--- config.mk ---
export PLATFORM = sky130hd
export DESIGN_NAME = fetch_stage
export DESIGN_NICKNAME = d
export VERILOG_FILES = /design/src/rtl/fetch_stage.sv
export SDC_FILE = /design/constraint.sdc
export NUM_CORES = 1
export LEC_CHECK = 0
export CAP_MARGIN = 10
export CORE_AREA = 5 5 97 99
export DETAILED_ROUTE_END_ITERATION = 10
export DIE_AREA = 0 0 102 104
export PLACE_DENSITY = 0.91
export REMOVE_ABC_BUFFERS = 1
export SLEW_MARGIN = 20
export SYNTH_ARGS = -nofsm -noshare
export SYNTH_HDL_FRONTEND = slang
export SYNTH_SLANG_ARGS = --single-unit
--- constraint.sdc ---
create_clock -name clk -period 2.45 [get_ports clk]
set_input_delay 0.49 -clock clk [delete_from_list [all_inputs] [get_ports clk]]
set_output_delay 0.49 -clock clk [all_outputs]
set_load 0.02 [all_outputs]
--- src/rtl/fetch_stage.sv ---
// Program counter and IF/ID pipeline register for the fetch stage.
// Applies one-hot next-PC selection and inserts NOP bubbles in the shadow of a redirect.
module fetch_stage #(
  parameter int unsigned          ADDR_W    = 9,
  parameter int unsigned          INSTR_W   = 16,
  parameter logic [ADDR_W-1:0]    RESET_VEC = '0,
  parameter logic [INSTR_W-1:0]   NOP       = '0,
  parameter int unsigned          CNT_W     = 16
) (
  input  logic               clk,
  input  logic               reset,
  input  logic [3:0]         pc_sel,
  input  logic               load_pc,
  input  logic               load_if,
  input  logic [ADDR_W-1:0]  branch_target,
  input  logic [ADDR_W-1:0]  reg_target,
  output logic [ADDR_W-1:0]  imem_addr,
  input  logic [INSTR_W-1:0] imem_rdata,
  output logic [ADDR_W-1:0]  pc,
  output logic [INSTR_W-1:0] if_instr,
  output logic [ADDR_W-1:0]  if_pc,
  output logic [ADDR_W-1:0]  if_link,
  output logic               if_valid,
  output logic               sel_err,
  output logic [CNT_W-1:0]   fetch_cnt,
  output logic [CNT_W-1:0]   bubble_cnt
);

  logic [ADDR_W-1:0] pc_inc_c;
  logic [ADDR_W-1:0] pc_next_c;
  logic              sel_ok_c;
  logic              sel_rv_c;
  logic              bubble_c;

  assign imem_addr = pc;
  assign pc_inc_c  = pc + ADDR_W'(1);

  // Next-PC decode; any non-one-hot pattern (including X) lands in default.
  always_comb begin
    pc_next_c = pc;
    sel_ok_c  = 1'b0;
    sel_rv_c  = 1'b0;
    case (pc_sel)
      4'b0001: begin pc_next_c = RESET_VEC;     sel_ok_c = 1'b1; sel_rv_c = 1'b1; end
      4'b0010: begin pc_next_c = pc_inc_c;      sel_ok_c = 1'b1; end
      4'b0100: begin pc_next_c = branch_target; sel_ok_c = 1'b1; end
      4'b1000: begin pc_next_c = reg_target;    sel_ok_c = 1'b1; end
      default: ;
    endcase
  end

  // A reset-vector reload always bubbles so RESET_VEC is not issued twice.
  assign bubble_c = !load_if || (load_pc && sel_rv_c);

  always_ff @(posedge clk) begin
    if (reset) begin
      pc         <= RESET_VEC;
      if_instr   <= NOP;
      if_pc      <= '0;
      if_link    <= '0;
      if_valid   <= 1'b0;
      sel_err    <= 1'b0;
      fetch_cnt  <= '0;
      bubble_cnt <= '0;
    end else begin
      if (load_pc) begin
        if (sel_ok_c) pc      <= pc_next_c;
        else          sel_err <= 1'b1;
      end

      if (bubble_c) begin
        if_instr <= NOP;
        if_valid <= 1'b0;
        if (bubble_cnt != '1) bubble_cnt <= bubble_cnt + CNT_W'(1);
      end else begin
        if_instr <= imem_rdata;
        if_pc    <= pc;
        if_link  <= pc_inc_c;
        if_valid <= 1'b1;
        if (fetch_cnt != '1) fetch_cnt <= fetch_cnt + CNT_W'(1);
      end
    end
  end

endmodule

## Word level (Yosys, flattened, before mapping)

Index checks and enable logic that the tools add are counted.

| storage, ports and cells | value |
|---|---|
| flip-flop bits (word level) | 77 |
| input bits | 42 |
| output and inout bits | 86 |
| logic and storage cells | 33 |

| cells by class | value |
|---|---|
| add/subtract/negate cells | 3 |
| eq/ne operators | 6 |
| multiplexer cells | 4 |
| bitwise logic cells | 2 |
| reductions and logical operators | 10 |

Operators with widths:

| kind | number |
|---|---|
| $pmux W9 S4 | 1 |
| $add A16 B1 Y16 const B | 2 |
| $ne A16 B16 Y1 const B | 2 |
| $add A9 B1 Y9 const B | 1 |
| $reduce_and A2 Y1 | 3 |
| $eq A4 B1 Y1 const B | 1 |
| $eq A4 B2 Y1 const B | 1 |
| $eq A4 B3 Y1 const B | 1 |
| $eq A4 B4 Y1 const B | 1 |
| $reduce_bool A4 Y1 | 1 |
| $reduce_or A4 Y1 | 1 |
| $mux W1 | 3 |
| $reduce_and A3 Y1 | 1 |
| $not A1 Y1 | 2 |
| $reduce_or A2 Y1 | 1 |
| $logic_and A1 B1 Y1 | 1 |
| $logic_not A1 Y1 | 1 |
| $logic_or A1 B1 Y1 | 1 |

## Depth between registers and ports, before layout

| depth | value |
|---|---|
| depth after elaboration | 6 |
| gate-level depth with buffers | 7 |
| depth with buffers taken out | 5 |

## Worst setup path after synthesis

OpenSTA, ideal clock, no wires.

| path | value |
|---|---|
| path kind | input -> register |
| start | in pc_sel[1] |
| end | reg bubble_cnt[8] |
| library setup time | 123 ps |
| arrival | 1,937 ps |
| required time | 2,327 ps |
| path slack | 390 ps |
| cell stages on the path | 6 |
| buffers on the path | 2 |
| cell sequence | buf_4 -> nor4b_4 -> a21boi_2 -> buf_2 -> nor4_2 -> mux2_1 |

| between the ends | value |
|---|---|
| longest elaborated chain between the ends | 5 |

RTL lines:

| item | line | text |
|---|---|---|
| from (decl) | 12 | `input logic [3:0] pc_sel,` |
| $eq A4 B1 Y1 | 43 | `case (pc_sel)` |
| $mux W1 | 43 |  |
| $logic_and A1 B1 Y1 | 53 | `assign bubble_c = !load_if \|\| (load_pc && sel_rv_c);` |
| $logic_or A1 B1 Y1 | 53 |  |
| $reduce_and A2 Y1 (no source line) | n/a |  |
| to (signal assigned) | 74 | `if (bubble_cnt != '1) bubble_cnt <= bubble_cnt + CNT_W'(1);` |
| to (decl) | 26 | `output logic [CNT_W-1:0] bubble_cnt` |

No other way between the ends.
A chain may end at the register's enable or synchronous reset.

## Worst setup path in the final report

Ends and elaborated chain as after synthesis.

==> metrics.md <==
| Metric | Value |
|---|---|
| Status | `finished, final reports clean` |
| Maximum VDD drop | `0.279 mV` |
| DR pass1 iterations | `4` |
| Reg2Reg Setup Slack | `0.39 ns` |
| Seq pwr share | `51.0%` |
| Post-synthesis sequential area ratio | `41.0%` |
| Io pins | `128` |
| ANT nets after route | `0` |
| Largest family of logic cells by synthesized area | `simple AND/OR/NAND/NOR gates` |
| Syn Area/Cell | `8.74 µm²` |
| P_leak | `1.85 nW` |
| First-pass GRT wire length | `17700 µm` |
| Largest cells by area after synthesis | `dfxtp_1, a21oi_1, nand2_1, and3_1, nor3_1` |
| Cells along the critical path | `clkdlybuf4s50_1 > nor4b_4 > a21boi_4 > nor4_2 > mux2_1` |
| Dominant synthesized flop cell | `dfxtp_1` |
| Cell-internal power | `1.84 mW` |
| Pins over their slew limit | `0` |
| Setup crit end | `bubble_cnt[8]` |
| RR Startpoint | `bubble_cnt[0]` |
| Yosys reg bits | `77` |
| Mux share of post-synthesis cell area | `2.66%` |
| # hold bufs at CTS | `0` |
| Worst-case reg-to-reg path depth | `5` |
| Max incr delay on CP | `0.50 ns` |
| Kind of critical path | `input pin to flop` |
| EDFF count, synth | `0` |
| Async set-reset flop share out of synthesis | `0%` |
| Placed inst area | `5150 µm²` |
| Clk pin slew, worst setup/hold paths | `0.09 ns` |
| Xor/xnor share of the synthesized area | `0.932%` |
| Worst R2R End | `bubble_cnt[14]` |
| Critical path endpoint category | `flop` |
| Initial antenna violation count | `0` |
| Compound-Gate Fraction of Synth Area | `20.3%` |
| FMAX | `466 MHz` |
| Global route overflow | `0` |
| WHS | `0.457 ns` |
| Crit Path Max Fanout | `16` |
| Post-CTS setup repair buffer count | `0` |
| Die Width | `102 µm` |
| RSZ-0062 raised after global routing | `no` |
| Vias in the first global route | `3687` |
| Synth area leader | `dfxtp_1` |
| Synthesized instance count | `430` |
| Die ar. | `10600 µm²` |
| Via/cell ratio | `5.77` |
| Tightest Pin Transition | `0.471 ns` |
| Fraction of layout cells with a size suffix above 1 | `10.5%` |
| DRC | `0` |
| Final Cycle Share | `87.7%` |
| Gr usage total | `20.0%` |
| Routed WL per cell | `16.0 µm` |
| Crit path time final | `2.15 ns` |
| Worst setup path startpoint | `pc_sel[1]` |
| Layout net count | `600` |
| Share of the synthesized area in the top cell type | `41.0%` |
| DP HPWL | `7930 µm` |
| Final Wtd Congestion | `0.870` |
| Die height | `104 µm` |
| Cell area after layout | `5340 µm²` |
| FP Rows | `34` |
| Post-synthesis simple-gate area fraction | `27.9%` |
| CTS tree | `built` |
| CP Data Required Time | `2.69 ns` |
| Fin. Hold Viols | `0` |
| Diode count | `0` |
| DR vias | `3857` |
| Area Growth Syn to Fin | `42.1%` |
| Clock Latency Late Sink | `0.35 ns` |
| Clock sink count | `77` |
| Number of max-cap violations | `0` |
| Slew margin rel. | `68.5%` |
| Mapped cell area | `3760 µm²` |
| Synthesized-area fraction occupied by adder cells | `0.999%` |
| Pwr dens | `477 nW/µm²` |
| CTS resizes | `0` |
| TritonCTS Buffers | `9` |
| CTS Root Cell | `clkbuf_8` |
| CTS max path bufs | `2` |
| Max Clock Skew | `0.0116 ns` |
| Sw frac | `27.8%` |
| Setup-failing EPs final | `0` |
| Largest net degree at the start of global routing | `45` |
| Wirelength, routed | `10700 µm` |
| DR iter-0 viols | `221` |
| Crit path DAT | `2.39 ns` |
| Synth unique cells | `62` |
| PortBufs | `127` |
| Starting Density | `44.4%` |
| Worst Hold Class | `flop to flop` |
| Crit path max-delay cell type | `nor4b_4` |
| Core ar. | `8470 µm²` |
| Clk pwr share | `36.1%` |
| YS warnings | `0` |
| Logic pwr share | `12.9%` |
| # H-tree levels | `3` |
| Fill cell count | `710` |
| Crit path launch type | `input pin` |
| Psw | `0.708 mW` |
-- final cells by class --
| class | count | area [µm²] | share of cell area (%) |
|---|---|---|---|
| multi-input cells | 306 | 1990 | 37.3 |
| clock inverters | 7 | 65.1 | 1.22 |
| well taps | 108 | 135 | 2.53 |
| repair buffers | 150 | 1440 | 26.9 |
| clock buffers | 9 | 124 | 2.32 |
| inverters | 11 | 41.3 | 0.773 |
| flip-flops and latches | 77 | 1540 | 28.9 |
-- cell usage in the layout, fill, tap and decap left out, types with 5 or more instances in the layout --
cell type        instances
clkdlybuf4s50_1        126
dfxtp_1                 77
nand2_1                 37
a21oi_1                 35
nor2_1                  24
nor3_1                  23
buf_4                   23
and3_1                  19
nand3_1                 16
o21ai_0                 11
nand4_1                 10
o31ai_1                 10
or4_1                   10
o211ai_1                10
inv_1                    9
clkbuf_8                 9
nor2b_1                  8
a211oi_1                 8
and4_1                   6
a22o_1                   5
-- critical path, delay by kind of cell --
kind | cells | cell delay (ns)
buf+inv | 1 | 0.49
mux | 1 | 0.36
simple gates | 2 | 0.85
compound gates | 1 | 0.20
-- layer usage --
metal	wire length (µm)	global-route usage, %	vias to the layer above
met5	0	0	-
met3	724	4.02	15
met2	5330	33.0	136
li1	-	-	1868
met4	169	7.97	0
met1	4490	25.3	1838
-- state kept, by name, indices dropped and copies added (netlist names) --
signal / cells
if_pc: 9
bubble_cnt: 16
fetch_cnt: 16
if_valid: 1
sel_err: 1
imem_addr: 9
if_link: 9
if_instr: 16
-- power by group through the flow --
stage | clock [mW] | sequential (mW) | combinational, mW
global placement | 0 | 1.33 | 0.320
finish | 0.920 | 1.30 | 0.328
floorplan | 0 | 1.36 | 0.0864
global route | 1.01 | 1.30 | 0.352
CTS | 0.942 | 1.30 | 0.329
detailed placement | 0 | 1.33 | 0.327
-- synth_stat cells (4+ instances only) --
| master | number |
|---|---|
| or4_1 | 10 |
| nand2_1 | 37 |
| inv_1 | 9 |
| nand3_1 | 16 |
| mux2_1 | 4 |
| o21ai_0 | 11 |
| a21oi_1 | 35 |
| o211ai_1 | 10 |
| dfxtp_1 | 77 |
| a22o_1 | 5 |
| buf_2 | 7 |
| nor3_1 | 23 |
| buf_4 | 10 |
| and4_1 | 6 |
| o21a_1 | 4 |
| o31ai_1 | 10 |
| clkbuf_1 | 18 |
| nand4_1 | 10 |
| a211oi_1 | 8 |
| and3_1 | 19 |
| nand3b_1 | 4 |
| nor2b_1 | 8 |
| mux2_2 | 4 |
| nor2_1 | 24 |
-- cells by family (layout without fill, tap and decap cells) --
group | count (synthesis) | in the layout
mux | 9 | 9
simple gates | 181 | 181
buf+inv | 47 | 177
flops | 77 | 77
xor+xnor | 4 | 4
fa+ha+maj | 3 | 3
compound gates | 109 | 109
-- per-stage QoR --
stage | setup WS, ns | util [%] | instances | total power, mW | TNS (ns)
final | 0.302 | 63.1 | 668 | 2.55 | 0
after global placement | 0.0341 | 60.8 | 652 | 1.65 | 0
after CTS | 0.315 | 63.1 | 668 | 2.57 | 0
after floorplan | 0.126 | - | 394 | 1.45 | 0
after detailed placement | -0.0718 | 60.8 | 652 | 1.65 | -0.0944
after global routing | 0.250 | 63.1 | 668 | 2.66 | 0
-- worst min path at each step --
stage	cells past startpoint	startpoint	to	slack (ns)
global route	2	if_pc[4]	if_pc[4]	0.48
finish	2	if_pc[7]	if_pc[7]	0.46
floorplan	2	if_link[1]	if_link[1]	0.53
global placement	2	if_pc[4]	if_pc[4]	0.44
detailed placement	2	if_pc[4]	if_pc[4]	0.45
CTS	2	if_pc[0]	if_pc[0]	0.46
No activity file was read; power rests on OpenSTA's default activity.
